<file path="src/rtl/vga_draw_pkg.sv">
// vga_draw_pkg: FSM state encoding and draw-mode constants shared by the VGA drawing blocks.
package vga_draw_pkg;

    typedef enum logic [1:0] {
        IDLE   = 2'd0,
        DRAW   = 2'd1,
        FINISH = 2'd2
    } state_t;

    localparam logic MODE_FILL    = 1'b0;
    localparam logic MODE_OUTLINE = 1'b1;

endpackage

</file>
<file path="src/rtl/raster_scan.sv">
// raster_scan: column/row scan counters over a w x h area, advancing left to right, then top to bottom.
module raster_scan #(
    parameter int DIM_W = 5
) (
    input  logic             clk,
    input  logic             rst_n,
    input  logic [DIM_W-1:0] w,
    input  logic [DIM_W-1:0] h,
    input  logic             advance,
    input  logic             clear,
    output logic [DIM_W-1:0] col,
    output logic [DIM_W-1:0] row,
    output logic             last
);

    logic [DIM_W-1:0] col_q, col_d, row_q, row_d;
    logic             col_end;

    always_comb begin
        col_end = col_q == w - DIM_W'(1);
        last    = col_end && (row_q == h - DIM_W'(1));
        col_d   = clear ? '0 : advance ? (col_end ? '0 : col_q + DIM_W'(1)) : col_q;
        row_d   = clear ? '0 : (advance && col_end) ? row_q + DIM_W'(1) : row_q;
    end

    always_ff @(posedge clk or negedge rst_n) begin
        if (!rst_n) begin
            col_q <= '0;
            row_q <= '0;
        end else begin
            col_q <= col_d;
            row_q <= row_d;
        end
    end

    assign col = col_q;
    assign row = row_q;

endmodule

</file>
<file path="src/rtl/rect_plotter.sv">
// rect_plotter: filled/outline rectangle rasteriser driving one VGA pixel per cycle.
// Define RECT_PLOTTER_CLIP_EN to suppress plot for pixels beyond X_MAX/Y_MAX instead of wrapping.
module rect_plotter
    import vga_draw_pkg::*;
#(
    parameter int X_W      = 8,
    parameter int Y_W      = 7,
    parameter int DIM_W    = 5,
    parameter int COLOUR_W = 3,
    parameter int X_MAX    = 159,
    parameter int Y_MAX    = 119
) (
    input  logic                CLOCK_50,
    input  logic                resetn,
    input  logic                start,
    input  logic [X_W-1:0]      x0,
    input  logic [Y_W-1:0]      y0,
    input  logic [DIM_W-1:0]    w,
    input  logic [DIM_W-1:0]    h,
    input  logic [COLOUR_W-1:0] colour_in,
    input  logic                outline,
    output logic                busy,
    output logic                done,
    output logic [X_W-1:0]      x,
    output logic [Y_W-1:0]      y,
    output logic [COLOUR_W-1:0] colour,
    output logic                plot
);

    state_t                state_q, state_d;
    logic [X_W-1:0]        x0_q;
    logic [Y_W-1:0]        y0_q;
    logic [DIM_W-1:0]      w_q, h_q;
    logic [COLOUR_W-1:0]   colour_q;
    logic                  outline_q;
    logic [DIM_W-1:0]      col, row;
    logic                  last, accept, border, oob;
    logic [X_W:0]          x_ext;
    logic [Y_W:0]          y_ext;

    raster_scan #(.DIM_W(DIM_W)) u_scan (
        .clk     (CLOCK_50),
        .rst_n   (resetn),
        .w       (w_q),
        .h       (h_q),
        .advance (state_q == DRAW),
        .clear   (state_q != DRAW),
        .col     (col),
        .row     (row),
        .last    (last)
    );

    always_comb begin
        state_d = state_q;
        accept  = 1'b0;
        case (state_q)
            IDLE: begin
                accept  = start;
                state_d = !start ? IDLE : (w == '0 || h == '0) ? FINISH : DRAW;
            end
            DRAW:    state_d = last ? FINISH : DRAW;
            FINISH:  state_d = IDLE;
            default: state_d = IDLE;
        endcase
    end

    always_ff @(posedge CLOCK_50 or negedge resetn) begin
        if (!resetn) begin
            state_q   <= IDLE;
            x0_q      <= '0;
            y0_q      <= '0;
            w_q       <= '0;
            h_q       <= '0;
            colour_q  <= '0;
            outline_q <= MODE_FILL;
        end else begin
            state_q <= state_d;
            if (accept) begin
                x0_q      <= x0;
                y0_q      <= y0;
                w_q       <= w;
                h_q       <= h;
                colour_q  <= colour_in;
                outline_q <= outline;
            end
        end
    end

    // Unwrapped sums tell whether the pixel lies past the visible screen edge
    assign x_ext  = {1'b0, x0_q} + (X_W+1)'(col);
    assign y_ext  = {1'b0, y0_q} + (Y_W+1)'(row);
    assign oob    = (x_ext > (X_W+1)'(X_MAX)) || (y_ext > (Y_W+1)'(Y_MAX));
    assign border = (outline_q == MODE_FILL) || (col == '0) || (row == '0) ||
                    (col == w_q - DIM_W'(1)) || (row == h_q - DIM_W'(1));

    assign x      = x0_q + X_W'(col);
    assign y      = y0_q + Y_W'(row);
    assign colour = colour_q;
    assign busy   = state_q != IDLE;
    assign done   = state_q == FINISH;

`ifdef RECT_PLOTTER_CLIP_EN
    assign plot = (state_q == DRAW) && border && !oob;
`else
    logic unused_oob;
    assign unused_oob = oob;
    assign plot = (state_q == DRAW) && border;
`endif

endmodule
</file>
<file path="config.mk">
export PLATFORM = sky130hd
export DESIGN_NAME = rect_plotter
export DESIGN_NICKNAME = d
export VERILOG_FILES = /design/src/rtl/vga_draw_pkg.sv /design/src/rtl/raster_scan.sv /design/src/rtl/rect_plotter.sv
export SDC_FILE = /design/constraint.sdc
export NUM_CORES = 1
export LEC_CHECK = 0
export BUFFER_PORTS_ARGS = -buffer_cell sky130_fd_sc_hd__buf_4
export CORE_UTILIZATION = 46
export DETAILED_ROUTE_END_ITERATION = 10
export PLACE_DENSITY = 0.71
export SYNTH_ARGS = -nofsm -noshare
export SYNTH_HDL_FRONTEND = slang
export SYNTH_SLANG_ARGS = --single-unit
export TNS_END_PERCENT = 50
</file>
<file path="constraint.sdc">
create_clock -name CLOCK_50 -period 2.8 [get_ports CLOCK_50]
set_input_delay 0.56 -clock CLOCK_50 [delete_from_list [all_inputs] [get_ports CLOCK_50]]
set_output_delay 0.56 -clock CLOCK_50 [all_outputs]
set_load 0.005 [all_outputs]
</file>
==> impl_metrics.tcl <==
set metrics [dict create \
    status "complete, no violations" \
    multiInputGateArea_mm2 0.00130 \
    fin_tns_setup_ns 0 \
    coreArea_mm2 0.00507 \
    synth_edf_count 0 \
    gr-total-overflow 0 \
    crit_type "reg2out" \
    synth.area.mux_share_pct 10.2 \
    period_share_pct 96.9 \
    synth_top_family_by_area "simple AND/OR/NAND/NOR gates" \
    gp_congestion 0.844 \
    die-height_um 74.5 \
    synth_nets 279 \
    clock_sink_count 41 \
    power_frac_comb_pct 57.7 \
    port_buffers 52 \
    seq_area_frac_synth_pct 42.4 \
    synth_top_area_share_pct 42.4 \
    netlist_area_mm2 0.00242 \
    nets 341 \
    rsz0062_at_grt "false" \
    track_usage_pct 18.9 \
    syn_to_final_growth_pct 25.1 \
    dieArea_mm2 0.00556 \
    rows 26 \
    hold_class "in2async" \
    synthArstFlopShare_pct 100 \
    peakVddDrop_mv 0.505 \
    grt_pass1_wl_mm 7.89 \
    synth_cell_types 40 \
    routed_wl_mm 4.65 \
    ys_warn_count 0 \
    pwr-share-seq_pct 31.5 \
    clkPwrFrac_pct 10.8 \
    synth_xor_area_share_pct 9.35 \
    hpwl_mm 3.55 \
    final_cell_mix "buf_4, dfrtp_1, mux2_2, inv_1, ha_1" \
    arrival_ns 2.15 \
    cts-root-buf "clkbuf_8" \
    required_ns 2.24 \
    path_max_fanout 5 \
    ff2ff_path_depth 7 \
    htreeDepth 2 \
    dpl_cell_area_mm2 0.00290 \
    initial_core_util_pct 47.7 \
    internal_power_w 0.00212 \
    synthAdderAreaFrac_pct 9.92 \
    n_fill_cell 470 \
    synth-simple-area-share_pct 13.5 \
    setup_viol_count_final 0 \
    end_kind "output port" \
    slew_headroom_pct 60.5 \
    via_count 1843 \
    worstMarginPinSlew_ns 0.593 \
    start_kind "flip-flop" \
    diodes 0 \
    r2r_slack_ns 0.77 \
    cts_tree "done" \
    synth_compound_area_share_pct 10.6 \
    power_density_mw_per_mm2 1140 \
    max_freq_mhz 369 \
    synth-seq-cells 41 \
    drive_gt1_share_pct 34.2 \
    slew_viol_final 0 \
    fin_area_mm2 0.00303 \
    drtAntennaViolNets 0 \
    vias_per_cell 5.09 \
    drt_iter0_drc 60 \
    cts_buffers 5 \
    switchingPower_w 0.00135 \
    p_leak_nw 1.40 \
    ys.flop_type "dfrtp_1" \
    clock_skew_ns 0.00620 \
    seqCellArea_mm2 0.00103 \
    final_common_cell "buf_4" \
    hold_buffers 0 \
    avgSynthCellArea_um2 10.6 \
    power_switching_share_pct 38.9 \
    crit-reg2reg-launch "w_q[0]" \
    clk_latency_ns 0.29 \
    clk_path_buf_depth 2 \
    synth_top_area_cell "dfrtp_1" \
    grt_antenna_before_repair 0 \
    rr_endpoint "u_scan.row[3]" \
    period_minus_slack_ns 2.71 \
    grt_start_max_net_pins 42 \
    routedWlPerCell_um 12.8 \
    drtPass1Iterations 4 \
    synthCells 229 \
    synth_area_leaders "dfrtp_1, mux2_2, ha_1" \
    drc 0 \
    fp.dieW_um 74.5 \
    hold_viol 0 \
    ios 53 \
    first_global_vias 1748 \
    path_clk_slew_ns 0.08 \
    cap_viol_max_count 0 \
]
final cells by class:
type                       count  area share (%)
multi-input combinational    163            43.1
sequential                    41            34.0
timing repair buffer          59            14.6
tap                           70            2.89
inverter                      21            2.60
clock buffer                   5            2.27
clock inverter                 3           0.579
cell usage after synthesis, types with 5 or more instances:
master,number
or4_1,5
mux2_2,22
nor3_1,8
nand3_1,6
inv_1,21
o21ai_0,15
xnor2_1,14
ha_1,16
nand2_1,12
xor2_1,10
nor2_1,7
a21oi_1,9
dfrtp_1,41
state kept, by name, summed over array words and instances (netlist names):
| register | cells |
|---|---|
| x0_q | 8 |
| y0_q | 7 |
| h_q | 5 |
| u_scan.col | 5 |
| u_scan.row | 5 |
| w_q | 5 |
| colour | 3 |
| state_q | 2 |
| outline_q | 1 |
critical path, stage by stage, from the launching register on:
cell      delay (ns)
dfrtp_1         0.44
ha_1            0.29
a21o_1          0.19
a21oi_1         0.21
o21ai_0         0.18
o311ai_0        0.37
buf_4           0.18
layer usage:
| metal | vias up | global-route usage, % | part of all wire (%) | routed length [um] |
|---|---|---|---|---|
| met5 | - | 0 | 0 | 0 |
| met4 | 0 | 6.29 | 1.2 | 55 |
| li1 | 927 | - | - | - |
| met2 | 46 | 29.7 | 47 | 2200 |
| met1 | 865 | 26.4 | 47 | 2200 |
| met3 | 5 | 3.66 | 4.0 | 185 |
kinds of logic (layout without fill, tap and decap cells):
| kind of cell | Yosys count | count (layout) |
|---|---|---|
| buffers and inverters | 25 | 88 |
| adders and majority gates | 18 | 18 |
| AOI/OAI and AO/OA | 40 | 40 |
| and+or+nand+nor | 58 | 58 |
| DFF | 41 | 41 |
| xor gates and xnor gates | 25 | 25 |
| muxes | 22 | 22 |
metrics by stage:
| step | hold WS (ns) | cells | power [W] | worst slack [ns] | util (%) |
|---|---|---|---|---|---|
| after floorplan | 0.264 | 229 | 0.00234 | 0.540 | - |
| after global placement | 0.490 | 350 | 0.00301 | 0.333 | 57.2 |
| after detailed placement | 0.496 | 350 | 0.00306 | 0.270 | 57.2 |
| after CTS | 0.253 | 358 | 0.00345 | 0.00150 | 59.0 |
| after global routing | 0.274 | 362 | 0.00379 | 0.00863 | 59.7 |
| final | 0.232 | 362 | 0.00347 | 0.0869 | 59.7 |
power groups by stage:
stage	combinational, W	clock [W]	sequential, W
after floorplan	0.00129	0	0.00105
after global placement	0.00192	0	0.00110
after detailed placement	0.00195	0	0.00111
after CTS	0.00196	0.000387	0.00110
after global routing	0.00224	0.000416	0.00114
final	0.00200	0.000374	0.00109
worst max-delay path by stage:
stage                  startpoint    to  cells past startpoint
floorplan           u_scan.col[0]  x[6]                      8
global route        u_scan.col[1]  x[7]                      6
CTS                 u_scan.col[0]  x[6]                      9
detailed placement  u_scan.row[0]  y[6]                      9
finish              u_scan.col[1]  x[7]                      6
global placement    u_scan.row[0]  y[6]                      9
timing repair:
action / 4_1_cts / 5_1_grt
pin swaps: 0 / 2
gates resized for setup: 3 / 5
endpoints found under the setup margin: 2 / 3
buffers inserted: 0 / 4
(Power assumes the default switching activity.)
